[src/rtl/axi_lite_resp_regbank_if.sv]
// AXI4-Lite bus bundle between a single initiator and the register-bank responder.
interface axi_lite_resp_regbank_if #(
    parameter int ADDR_W = 6,
    parameter int DATA_W = 32
);
    logic [ADDR_W-1:0]   S_AXI_AWADDR;
    logic [2:0]          S_AXI_AWPROT;
    logic                S_AXI_AWVALID;
    logic                S_AXI_AWREADY;
    logic [DATA_W-1:0]   S_AXI_WDATA;
    logic [DATA_W/8-1:0] S_AXI_WSTRB;
    logic                S_AXI_WVALID;
    logic                S_AXI_WREADY;
    logic [1:0]          S_AXI_BRESP;
    logic                S_AXI_BVALID;
    logic                S_AXI_BREADY;
    logic [ADDR_W-1:0]   S_AXI_ARADDR;
    logic [2:0]          S_AXI_ARPROT;
    logic                S_AXI_ARVALID;
    logic                S_AXI_ARREADY;
    logic [DATA_W-1:0]   S_AXI_RDATA;
    logic [1:0]          S_AXI_RRESP;
    logic                S_AXI_RVALID;
    logic                S_AXI_RREADY;

    modport slave (
        input  S_AXI_AWADDR, S_AXI_AWPROT, S_AXI_AWVALID,
        input  S_AXI_WDATA, S_AXI_WSTRB, S_AXI_WVALID,
        input  S_AXI_BREADY,
        input  S_AXI_ARADDR, S_AXI_ARPROT, S_AXI_ARVALID,
        input  S_AXI_RREADY,
        output S_AXI_AWREADY, S_AXI_WREADY,
        output S_AXI_BRESP, S_AXI_BVALID,
        output S_AXI_ARREADY,
        output S_AXI_RDATA, S_AXI_RRESP, S_AXI_RVALID
    );

    modport master (
        output S_AXI_AWADDR, S_AXI_AWPROT, S_AXI_AWVALID,
        output S_AXI_WDATA, S_AXI_WSTRB, S_AXI_WVALID,
        output S_AXI_BREADY,
        output S_AXI_ARADDR, S_AXI_ARPROT, S_AXI_ARVALID,
        output S_AXI_RREADY,
        input  S_AXI_AWREADY, S_AXI_WREADY,
        input  S_AXI_BRESP, S_AXI_BVALID,
        input  S_AXI_ARREADY,
        input  S_AXI_RDATA, S_AXI_RRESP, S_AXI_RVALID
    );
endinterface

[src/rtl/axi_lite_resp_regbank.sv]
// AXI4-Lite responder holding NUM_REGS 32-bit registers; AW and W are buffered
// one-deep and independently, out-of-range accesses answer SLVERR.
module axi_lite_resp_regbank #(
    parameter int C_S_AXI_DATA_WIDTH = 32,
    parameter int C_S_AXI_ADDR_WIDTH = 6,
    parameter int NUM_REGS           = 4
) (
    input  logic                   S_AXI_ACLK,
    input  logic                   S_AXI_ARESET,
    axi_lite_resp_regbank_if.slave s_axi,
    output logic [15:0]            WR_COUNT,
    output logic [15:0]            RD_COUNT
);
    localparam int IDX_W = C_S_AXI_ADDR_WIDTH - 2;
    localparam int NB    = C_S_AXI_DATA_WIDTH / 8;
    localparam logic [1:0] RESP_OKAY   = 2'b00;
    localparam logic [1:0] RESP_SLVERR = 2'b10;

    typedef struct packed {
        logic [C_S_AXI_DATA_WIDTH-1:0] data;
        logic [NB-1:0]                 strb;
    } wbuf_t;

    logic [NUM_REGS-1:0][C_S_AXI_DATA_WIDTH-1:0] regs;
    logic [NUM_REGS-1:0][NB-1:0]                 byte_we;

    logic                          aw_full, w_full;
    logic [IDX_W-1:0]              aw_idx;
    wbuf_t                         w_buf;
    logic                          bvalid;
    logic [1:0]                    bresp;
    logic                          rvalid;
    logic [1:0]                    rresp;
    logic [C_S_AXI_DATA_WIDTH-1:0] rdata;

    logic                          aw_hs, w_hs, ar_hs, commit;
    logic                          aw_in_range, ar_in_range;
    logic [IDX_W-1:0]              ar_idx;
    logic [C_S_AXI_DATA_WIDTH-1:0] rd_val;
    logic                          unused_bits;

    assign unused_bits = ^{s_axi.S_AXI_AWPROT, s_axi.S_AXI_ARPROT,
                           s_axi.S_AXI_AWADDR[1:0], s_axi.S_AXI_ARADDR[1:0]};

    assign aw_hs  = s_axi.S_AXI_AWVALID && !aw_full;
    assign w_hs   = s_axi.S_AXI_WVALID && !w_full;
    assign ar_hs  = s_axi.S_AXI_ARVALID && !rvalid;
    // A pending B only blocks the commit if the initiator is not taking it this cycle.
    assign commit = aw_full && w_full && (!bvalid || s_axi.S_AXI_BREADY);

    assign ar_idx      = s_axi.S_AXI_ARADDR[C_S_AXI_ADDR_WIDTH-1:2];
    assign aw_in_range = int'(aw_idx) < NUM_REGS;
    assign ar_in_range = int'(ar_idx) < NUM_REGS;

    assign s_axi.S_AXI_AWREADY = !aw_full;
    assign s_axi.S_AXI_WREADY  = !w_full;
    assign s_axi.S_AXI_BVALID  = bvalid;
    assign s_axi.S_AXI_BRESP   = bresp;
    assign s_axi.S_AXI_ARREADY = !rvalid;
    assign s_axi.S_AXI_RVALID  = rvalid;
    assign s_axi.S_AXI_RRESP   = rresp;
    assign s_axi.S_AXI_RDATA   = rdata;

    // Out-of-range indices match no register and so read back as zero.
    always_comb begin
        rd_val = '0;
        for (int i = 0; i < NUM_REGS; i++)
            if (int'(ar_idx) == i) rd_val = regs[i];
    end

    for (genvar r = 0; r < NUM_REGS; r++) begin : g_we
        assign byte_we[r] = (commit && int'(aw_idx) == r) ? w_buf.strb : '0;
    end

    always_ff @(posedge S_AXI_ACLK) begin
        if (S_AXI_ARESET) begin
            regs <= '0;
        end else begin
            for (int r = 0; r < NUM_REGS; r++)
                for (int b = 0; b < NB; b++)
                    if (byte_we[r][b]) regs[r][8*b +: 8] <= w_buf.data[8*b +: 8];
        end
    end

    always_ff @(posedge S_AXI_ACLK) begin
        if (S_AXI_ARESET) begin
            aw_full <= 1'b0;
            aw_idx  <= '0;
            w_full  <= 1'b0;
            w_buf   <= '0;
            bvalid  <= 1'b0;
            bresp   <= RESP_OKAY;
        end else begin
            if (commit) aw_full <= 1'b0;
            else if (aw_hs) begin
                aw_full <= 1'b1;
                aw_idx  <= s_axi.S_AXI_AWADDR[C_S_AXI_ADDR_WIDTH-1:2];
            end
            if (commit) w_full <= 1'b0;
            else if (w_hs) begin
                w_full <= 1'b1;
                w_buf  <= '{data: s_axi.S_AXI_WDATA, strb: s_axi.S_AXI_WSTRB};
            end
            if (commit) begin
                bvalid <= 1'b1;
                bresp  <= aw_in_range ? RESP_OKAY : RESP_SLVERR;
            end else if (s_axi.S_AXI_BREADY) begin
                bvalid <= 1'b0;
            end
        end
    end

    // Read data is sampled from regs before any same-cycle commit lands.
    always_ff @(posedge S_AXI_ACLK) begin
        if (S_AXI_ARESET) begin
            rvalid <= 1'b0;
            rresp  <= RESP_OKAY;
            rdata  <= '0;
        end else if (ar_hs) begin
            rvalid <= 1'b1;
            rresp  <= ar_in_range ? RESP_OKAY : RESP_SLVERR;
            rdata  <= rd_val;
        end else if (s_axi.S_AXI_RREADY) begin
            rvalid <= 1'b0;
        end
    end

    always_ff @(posedge S_AXI_ACLK) begin
        if (S_AXI_ARESET) begin
            WR_COUNT <= '0;
            RD_COUNT <= '0;
        end else begin
            if (bvalid && s_axi.S_AXI_BREADY) WR_COUNT <= WR_COUNT + 16'd1;
            if (rvalid && s_axi.S_AXI_RREADY) RD_COUNT <= RD_COUNT + 16'd1;
        end
    end
endmodule
[src/flat_wrapper.sv]
// flat-port wrapper written by rule: the top's interface ports become plain ports
module axi_lite_resp_regbank_flat 
#(
    parameter int C_S_AXI_DATA_WIDTH = 32,
    parameter int C_S_AXI_ADDR_WIDTH = 6,
    parameter int NUM_REGS           = 4
)
  (S_AXI_ACLK, S_AXI_ARESET, WR_COUNT, RD_COUNT, s_axi_S_AXI_AWADDR, s_axi_S_AXI_AWPROT, s_axi_S_AXI_AWVALID, s_axi_S_AXI_WDATA, s_axi_S_AXI_WSTRB, s_axi_S_AXI_WVALID, s_axi_S_AXI_BREADY, s_axi_S_AXI_ARADDR, s_axi_S_AXI_ARPROT, s_axi_S_AXI_ARVALID, s_axi_S_AXI_RREADY, s_axi_S_AXI_AWREADY, s_axi_S_AXI_WREADY, s_axi_S_AXI_BRESP, s_axi_S_AXI_BVALID, s_axi_S_AXI_ARREADY, s_axi_S_AXI_RDATA, s_axi_S_AXI_RRESP, s_axi_S_AXI_RVALID);
  axi_lite_resp_regbank_if s_axi_i ();
  input  logic S_AXI_ACLK;
  input  logic S_AXI_ARESET;
  output logic [15:0] WR_COUNT;
  output logic [15:0] RD_COUNT;
  input wire logic [$bits(s_axi_i.S_AXI_AWADDR)-1:0] s_axi_S_AXI_AWADDR;
  input wire logic [$bits(s_axi_i.S_AXI_AWPROT)-1:0] s_axi_S_AXI_AWPROT;
  input wire logic [$bits(s_axi_i.S_AXI_AWVALID)-1:0] s_axi_S_AXI_AWVALID;
  input wire logic [$bits(s_axi_i.S_AXI_WDATA)-1:0] s_axi_S_AXI_WDATA;
  input wire logic [$bits(s_axi_i.S_AXI_WSTRB)-1:0] s_axi_S_AXI_WSTRB;
  input wire logic [$bits(s_axi_i.S_AXI_WVALID)-1:0] s_axi_S_AXI_WVALID;
  input wire logic [$bits(s_axi_i.S_AXI_BREADY)-1:0] s_axi_S_AXI_BREADY;
  input wire logic [$bits(s_axi_i.S_AXI_ARADDR)-1:0] s_axi_S_AXI_ARADDR;
  input wire logic [$bits(s_axi_i.S_AXI_ARPROT)-1:0] s_axi_S_AXI_ARPROT;
  input wire logic [$bits(s_axi_i.S_AXI_ARVALID)-1:0] s_axi_S_AXI_ARVALID;
  input wire logic [$bits(s_axi_i.S_AXI_RREADY)-1:0] s_axi_S_AXI_RREADY;
  output wire logic [$bits(s_axi_i.S_AXI_AWREADY)-1:0] s_axi_S_AXI_AWREADY;
  output wire logic [$bits(s_axi_i.S_AXI_WREADY)-1:0] s_axi_S_AXI_WREADY;
  output wire logic [$bits(s_axi_i.S_AXI_BRESP)-1:0] s_axi_S_AXI_BRESP;
  output wire logic [$bits(s_axi_i.S_AXI_BVALID)-1:0] s_axi_S_AXI_BVALID;
  output wire logic [$bits(s_axi_i.S_AXI_ARREADY)-1:0] s_axi_S_AXI_ARREADY;
  output wire logic [$bits(s_axi_i.S_AXI_RDATA)-1:0] s_axi_S_AXI_RDATA;
  output wire logic [$bits(s_axi_i.S_AXI_RRESP)-1:0] s_axi_S_AXI_RRESP;
  output wire logic [$bits(s_axi_i.S_AXI_RVALID)-1:0] s_axi_S_AXI_RVALID;
  assign s_axi_i.S_AXI_AWADDR = s_axi_S_AXI_AWADDR;
  assign s_axi_i.S_AXI_AWPROT = s_axi_S_AXI_AWPROT;
  assign s_axi_i.S_AXI_AWVALID = s_axi_S_AXI_AWVALID;
  assign s_axi_i.S_AXI_WDATA = s_axi_S_AXI_WDATA;
  assign s_axi_i.S_AXI_WSTRB = s_axi_S_AXI_WSTRB;
  assign s_axi_i.S_AXI_WVALID = s_axi_S_AXI_WVALID;
  assign s_axi_i.S_AXI_BREADY = s_axi_S_AXI_BREADY;
  assign s_axi_i.S_AXI_ARADDR = s_axi_S_AXI_ARADDR;
  assign s_axi_i.S_AXI_ARPROT = s_axi_S_AXI_ARPROT;
  assign s_axi_i.S_AXI_ARVALID = s_axi_S_AXI_ARVALID;
  assign s_axi_i.S_AXI_RREADY = s_axi_S_AXI_RREADY;
  assign s_axi_S_AXI_AWREADY = s_axi_i.S_AXI_AWREADY;
  assign s_axi_S_AXI_WREADY = s_axi_i.S_AXI_WREADY;
  assign s_axi_S_AXI_BRESP = s_axi_i.S_AXI_BRESP;
  assign s_axi_S_AXI_BVALID = s_axi_i.S_AXI_BVALID;
  assign s_axi_S_AXI_ARREADY = s_axi_i.S_AXI_ARREADY;
  assign s_axi_S_AXI_RDATA = s_axi_i.S_AXI_RDATA;
  assign s_axi_S_AXI_RRESP = s_axi_i.S_AXI_RRESP;
  assign s_axi_S_AXI_RVALID = s_axi_i.S_AXI_RVALID;
  axi_lite_resp_regbank #(.C_S_AXI_DATA_WIDTH(C_S_AXI_DATA_WIDTH), .C_S_AXI_ADDR_WIDTH(C_S_AXI_ADDR_WIDTH), .NUM_REGS(NUM_REGS)) u_core (.S_AXI_ACLK(S_AXI_ACLK), .S_AXI_ARESET(S_AXI_ARESET), .s_axi(s_axi_i), .WR_COUNT(WR_COUNT), .RD_COUNT(RD_COUNT));
endmodule
[config.mk]
export PLATFORM = sky130hd
export DESIGN_NAME = axi_lite_resp_regbank_flat
export DESIGN_NICKNAME = d
export VERILOG_FILES = /design/src/rtl/axi_lite_resp_regbank_if.sv /design/src/rtl/axi_lite_resp_regbank.sv /design/src/flat_wrapper.sv
export SDC_FILE = /design/constraint.sdc
export NUM_CORES = 1
export LEC_CHECK = 0
export BUFFER_PORTS_ARGS = -buffer_cell sky130_fd_sc_hd__buf_2
export CORE_MARGIN = 2
export CORE_UTILIZATION = 50
export DETAILED_ROUTE_END_ITERATION = 10
export PLACE_DENSITY_LB_ADDON = 0.12
export SETUP_SLACK_MARGIN = 0.05
export SLEW_MARGIN = 20
export SYNTH_ARGS = -nofsm -noshare
export SYNTH_HDL_FRONTEND = slang
export SYNTH_SLANG_ARGS = --single-unit
[constraint.sdc]
create_clock -name S_AXI_ACLK -period 3.94 [get_ports S_AXI_ACLK]
set_clock_uncertainty 0.2 [all_clocks]
set_input_delay 0.788 -clock S_AXI_ACLK [delete_from_list [all_inputs] [get_ports S_AXI_ACLK]]
set_output_delay 0.788 -clock S_AXI_ACLK [all_outputs]
set_load 0.05 [all_outputs]
; Yosys cells after proc, flatten, opt, wreduce, memory -nomap -nowiden
; Cells that the tools add are included.
[totals]
wordCells = 76
output_inout_bits = 73
register_bits = 240
inputBits = 61
[classes]
magnitude_cmp = 2
addsub = 2
muxes = 14
n_bitwise = 1
eq_ne = 6
reduce_logical = 23
[ops]
columns = op, n
row1 = $mux W32, 4
row2 = $add A16 B1 Y16 const B, 2
row3 = $eq A4 B3 Y1 const B, 4
row4 = $mux W4, 4
row5 = $logic_and A1 B1 Y1, 11
row6 = $eq A4 B2 Y1 const B, 2
row7 = $logic_not A4 Y1, 2
row8 = $lt A4 B3 Y1 const B, 2
row9 = $logic_not A1 Y1, 4
row10 = $mux W1, 4
row11 = $mux W2, 2
row12 = $reduce_and A2 Y1, 2
row13 = $reduce_bool A2 Y1, 2
row14 = $reduce_or A2 Y1, 1
row15 = $logic_or A1 B1 Y1, 1
row16 = $not A1 Y1, 1

; Longest topological paths before layout
[logic_depth]
word_depth = 5
ltp_mapped = 6
mapped_depth_nobuf = 5

; Worst setup path after synthesis
; OpenSTA, ideal clock, no wires.
[synth_timing]
path_type = input to register
from = in s_axi_S_AXI_ARADDR[3]
to = reg u_core.rdata[10], in the netlist u_core.s_axi.S_AXI_RDATA[10]
slack_ns = 1.655
stages = 5
n_path_buf = 2
arrival_ns = 1.994
t_required_ns = 3.649
setup_ns = 0.091
path_cell_list = clkbuf_1 -> nor4_2 -> buf_2 -> a22oi_1 -> a311oi_1
[synth_between]
elab_chain_len = 5
elab_cells_between_ends = 8
cone_classes = 3 x eq/ne / 4 x mux / 1 x reduce/logical
[synth_lines]
columns = element, line_no
row1 = from (decl), flat_wrapper.sv:21  ; input wire logic [$bits(s_axi_i.S_AXI_ARADDR)-1:0] s_axi_S_AXI_ARADDR;
row2 = $logic_not A4 Y1, axi_lite_resp_regbank.sv:68  ; if (int'(ar_idx) == i) rd_val = regs[i];
row3 = $mux W32 (3 in series), axi_lite_resp_regbank.sv:68
row4 = $mux W32 *, axi_lite_resp_regbank.sv:68
row5 = to (signal assigned), axi_lite_resp_regbank.sv:122  ; rdata <= rd_val;
row6 = to (decl), axi_lite_resp_regbank.sv:34  ; logic [C_S_AXI_DATA_WIDTH-1:0] rdata;
; Mark *: on every way between the ends. The rest lies on a longest branch, timed or not.
; A chain may end at the register's enable or synchronous reset.

; Worst setup path in the final report
[layout_timing]
from = in s_axi_S_AXI_ARADDR[2]
to = reg u_core.rdata[28], in the netlist u_core.s_axi.S_AXI_RDATA[28]
; The elaborated chain is that of the path after synthesis.

==> run metrics <==
status finished, final reports clean; synth top area cells dfxtp_1 49%, mux2i_1 14%, nor2_1 7.5%, nand2_1 4.4%, mux2_2 3.2%; vias in the first global route 7109; Max clock buf depth 3; asr flop ratio synth 0%; Period Utilization, post-route 61.93%; Pre-antenna DRT Iters 4; fillcell total 1668; DR WL/cell 15.97 um; Power Density 455.4 nW/um^2; CTS resizes 0; Yosys reg bits 238; mapped cell area 9644 sq um; area grow syn2layout 16.30%; TritonCTS buffer count 25; Worst-path clk slew 0.06 ns; Cells after DPL 1351; layout net count 1181; Initial Util 51.22%; Worst-Margin Slew 0.9348 ns; DRT iter0 DRCs 398; CP endpoint kind register; CORE AREA 18830 sq um; Max VDD drop 0.3297 mV; synth unique cells 43; final hold viol count 0; global placer's final weighted congestion 0.7665; CP startpoint kind primary input; CTS Hold Bufs 0; total of max-cap violations 0; RSZ-0062 raised after global routing false; drc violations 0; largest net degree at the start of global routing 101; Die H 142.9 um; initial antenna violation count 0; port bufs 121; clock latency on the worst-skew pair 0.51 ns; Leak 4.962 nW; DP Wirelength 14300 um; via count 7470; Finished Layout Cells 1392; Tmin final 2.440 ns; first-pass GRT wire length 36410 um; Post-synth EDFFs 0; clock sink total 238; max-slew violations 0; num ports 134; primary flip-flop cell chosen by synthesis mapping dfxtp_1; Chip Width 142.9 um; Synth Warn # 0; share of layout cells above drive strength 1 18.73%; H-tree level count 1; top cell type's share of synthesized area 49.40%; gr usage total 21.79%; max_slew headroom 37.21%; Synth Instances 1024; leading area contributor after synthesis dfxtp_1; Worst Setup Path Type primary input to register; sequential share of the synthesized area 49.40%; Critical Path AT 2.61 ns; Post-DRT Antenna Nets 0; Worst Hold Class register to register; setup TNS 0 ns; CTS tree built; Setup violations, final 0; FMAX 409.8 MHz; DR vias/cell 5.366; Req. time, crit path 4.11 ns; Max FO, Critical Path 26; clk root buf clkbuf_16; setup bufs post-CTS 0; Syn Area/Cell 9.418 sq um; Row Count 50; total die area 20420 sq um; final WL 22230 um; ANT cells 0; GRT overflow 0
## synth_stat cells, types with 3 or more instances
library cell,instances
nor2b_1,10
buf_2,9
and4_1,6
dfxtp_1,238
or3_1,7
nand4_1,19
nor3b_1,5
nand2_1,112
mux2i_1,139
nor4_4,4
o2bb2ai_1,7
nor2_1,193
inv_1,5
o21ai_0,8
nor3_1,12
and2_1,3
a311oi_1,25
buf_1,6
buf_4,3
clkbuf_1,48
a221oi_1,7
nand3_1,15
xor2_1,15
or3b_4,4
a22oi_1,25
mux2_2,27
a21oi_1,49
## through the flow
step	util, %	area (sq um)	setup slack, ns	power, mW	hold WS (ns)
2_1_floorplan	-	9648	1.655	2.837	0.2399
5_1_grt	59.56	11220	1.418	5.303	0.2867
6_report	59.56	11220	1.500	5.107	0.2625
4_1_cts	59.56	11220	1.487	5.161	0.2663
3_3_place_gp	55.52	10450	1.014	2.960	0.2556
3_5_place_dp	55.52	10450	0.9702	2.965	0.2581
## cell families (layout without fill, tap and decap cells)
logic type / Yosys count / in the layout / synth area share [%]
flip-flops: 238 / 238 / 49.40
AO/OA/AOI/OAI: 125 / 125 / 8.770
buffers and inverters: 72 / 179 / 3.114
AND/OR/NAND/NOR: 402 / 402 / 19.17
XOR/XNOR: 17 / 17 / 1.544
adder cells (fa/ha/maj): 2 / 2 / 0.2594
multiplexers: 167 / 167 / 17.70
other: 1 / 2 / 0.03888
## state kept, by name, summed over array words and instances (netlist names), 4 cells and up
signal,count
u_core.RD_COUNT,16
u_core.WR_COUNT,16
u_core.aw_idx,4
u_core.regs,128
u_core.s_axi.S_AXI_RDATA,32
u_core.w_buf,36
## report_power, final
group / switching, mW / total (mW) / internal [mW] / leakage (nW)
logic: 0.284 / 0.393 / 0.110 / 2.66
clock network: 0.902 / 2.20 / 1.30 / 0.377
registers: 0.0553 / 2.52 / 2.46 / 1.93
## per-layer routing
| metal | track usage (%) | vias up | routed length (um) |
|---|---|---|---|
| li1 | - | 3753 | - |
| met1 | 29.50 | 3541 | 10510 |
| met2 | 36.06 | 136 | 10320 |
| met3 | 3.253 | 40 | 797 |
| met4 | 6.722 | 0 | 611 |
| met5 | 0 | - | 0 |
## critical path, cell delays in order
cell and delay [ns]:
buf_2 0.57, buf_4 0.35, mux2i_1 0.21, o2bb2ai_1 0.09, a221oi_1 0.48, nor3_1 0.10
## cells in the final DEF, fill, tap and decap left out, types with 25 or more instances in the layout
| cell | count |
|---|---|
| dfxtp_1 | 238 |
| nor2_1 | 193 |
| mux2i_1 | 139 |
| buf_2 | 120 |
| nand2_1 | 111 |
| a21oi_1 | 49 |
| mux2_2 | 27 |
| a22oi_1 | 25 |
| a311oi_1 | 25 |
| clkbuf_16 | 25 |
## final timing paths
check / startpoint / to / slack (ns) / depth (start not counted)
worst max register to register: u_core.w_full / u_core.regs[119] / 1.61 / 4
worst min-delay path: u_core.w_buf[3] / u_core.w_buf[3] / 0.26 / 2
worst min register to register: u_core.w_buf[3] / u_core.w_buf[3] / 0.26 / 2
worst max-delay path: s_axi_S_AXI_ARADDR[2] / u_core.s_axi.S_AXI_RDATA[28] / 1.50 / 6
## layout make-up
| cell class | instances | area [sq um] | share of cell area, % |
|---|---|---|---|
| well taps | 260 | 325.3 | 2.900 |
| flip-flops and latches | 238 | 4765 | 42.48 |
| repair buffers | 133 | 726.9 | 6.481 |
| clock inverters | 7 | 62.56 | 0.5578 |
| inverters | 5 | 18.77 | 0.1673 |
| clock buffers | 34 | 699.4 | 6.236 |
| multi-input cells | 715 | 4618 | 41.18 |
No activity file was read; power rests on OpenSTA's default activity.
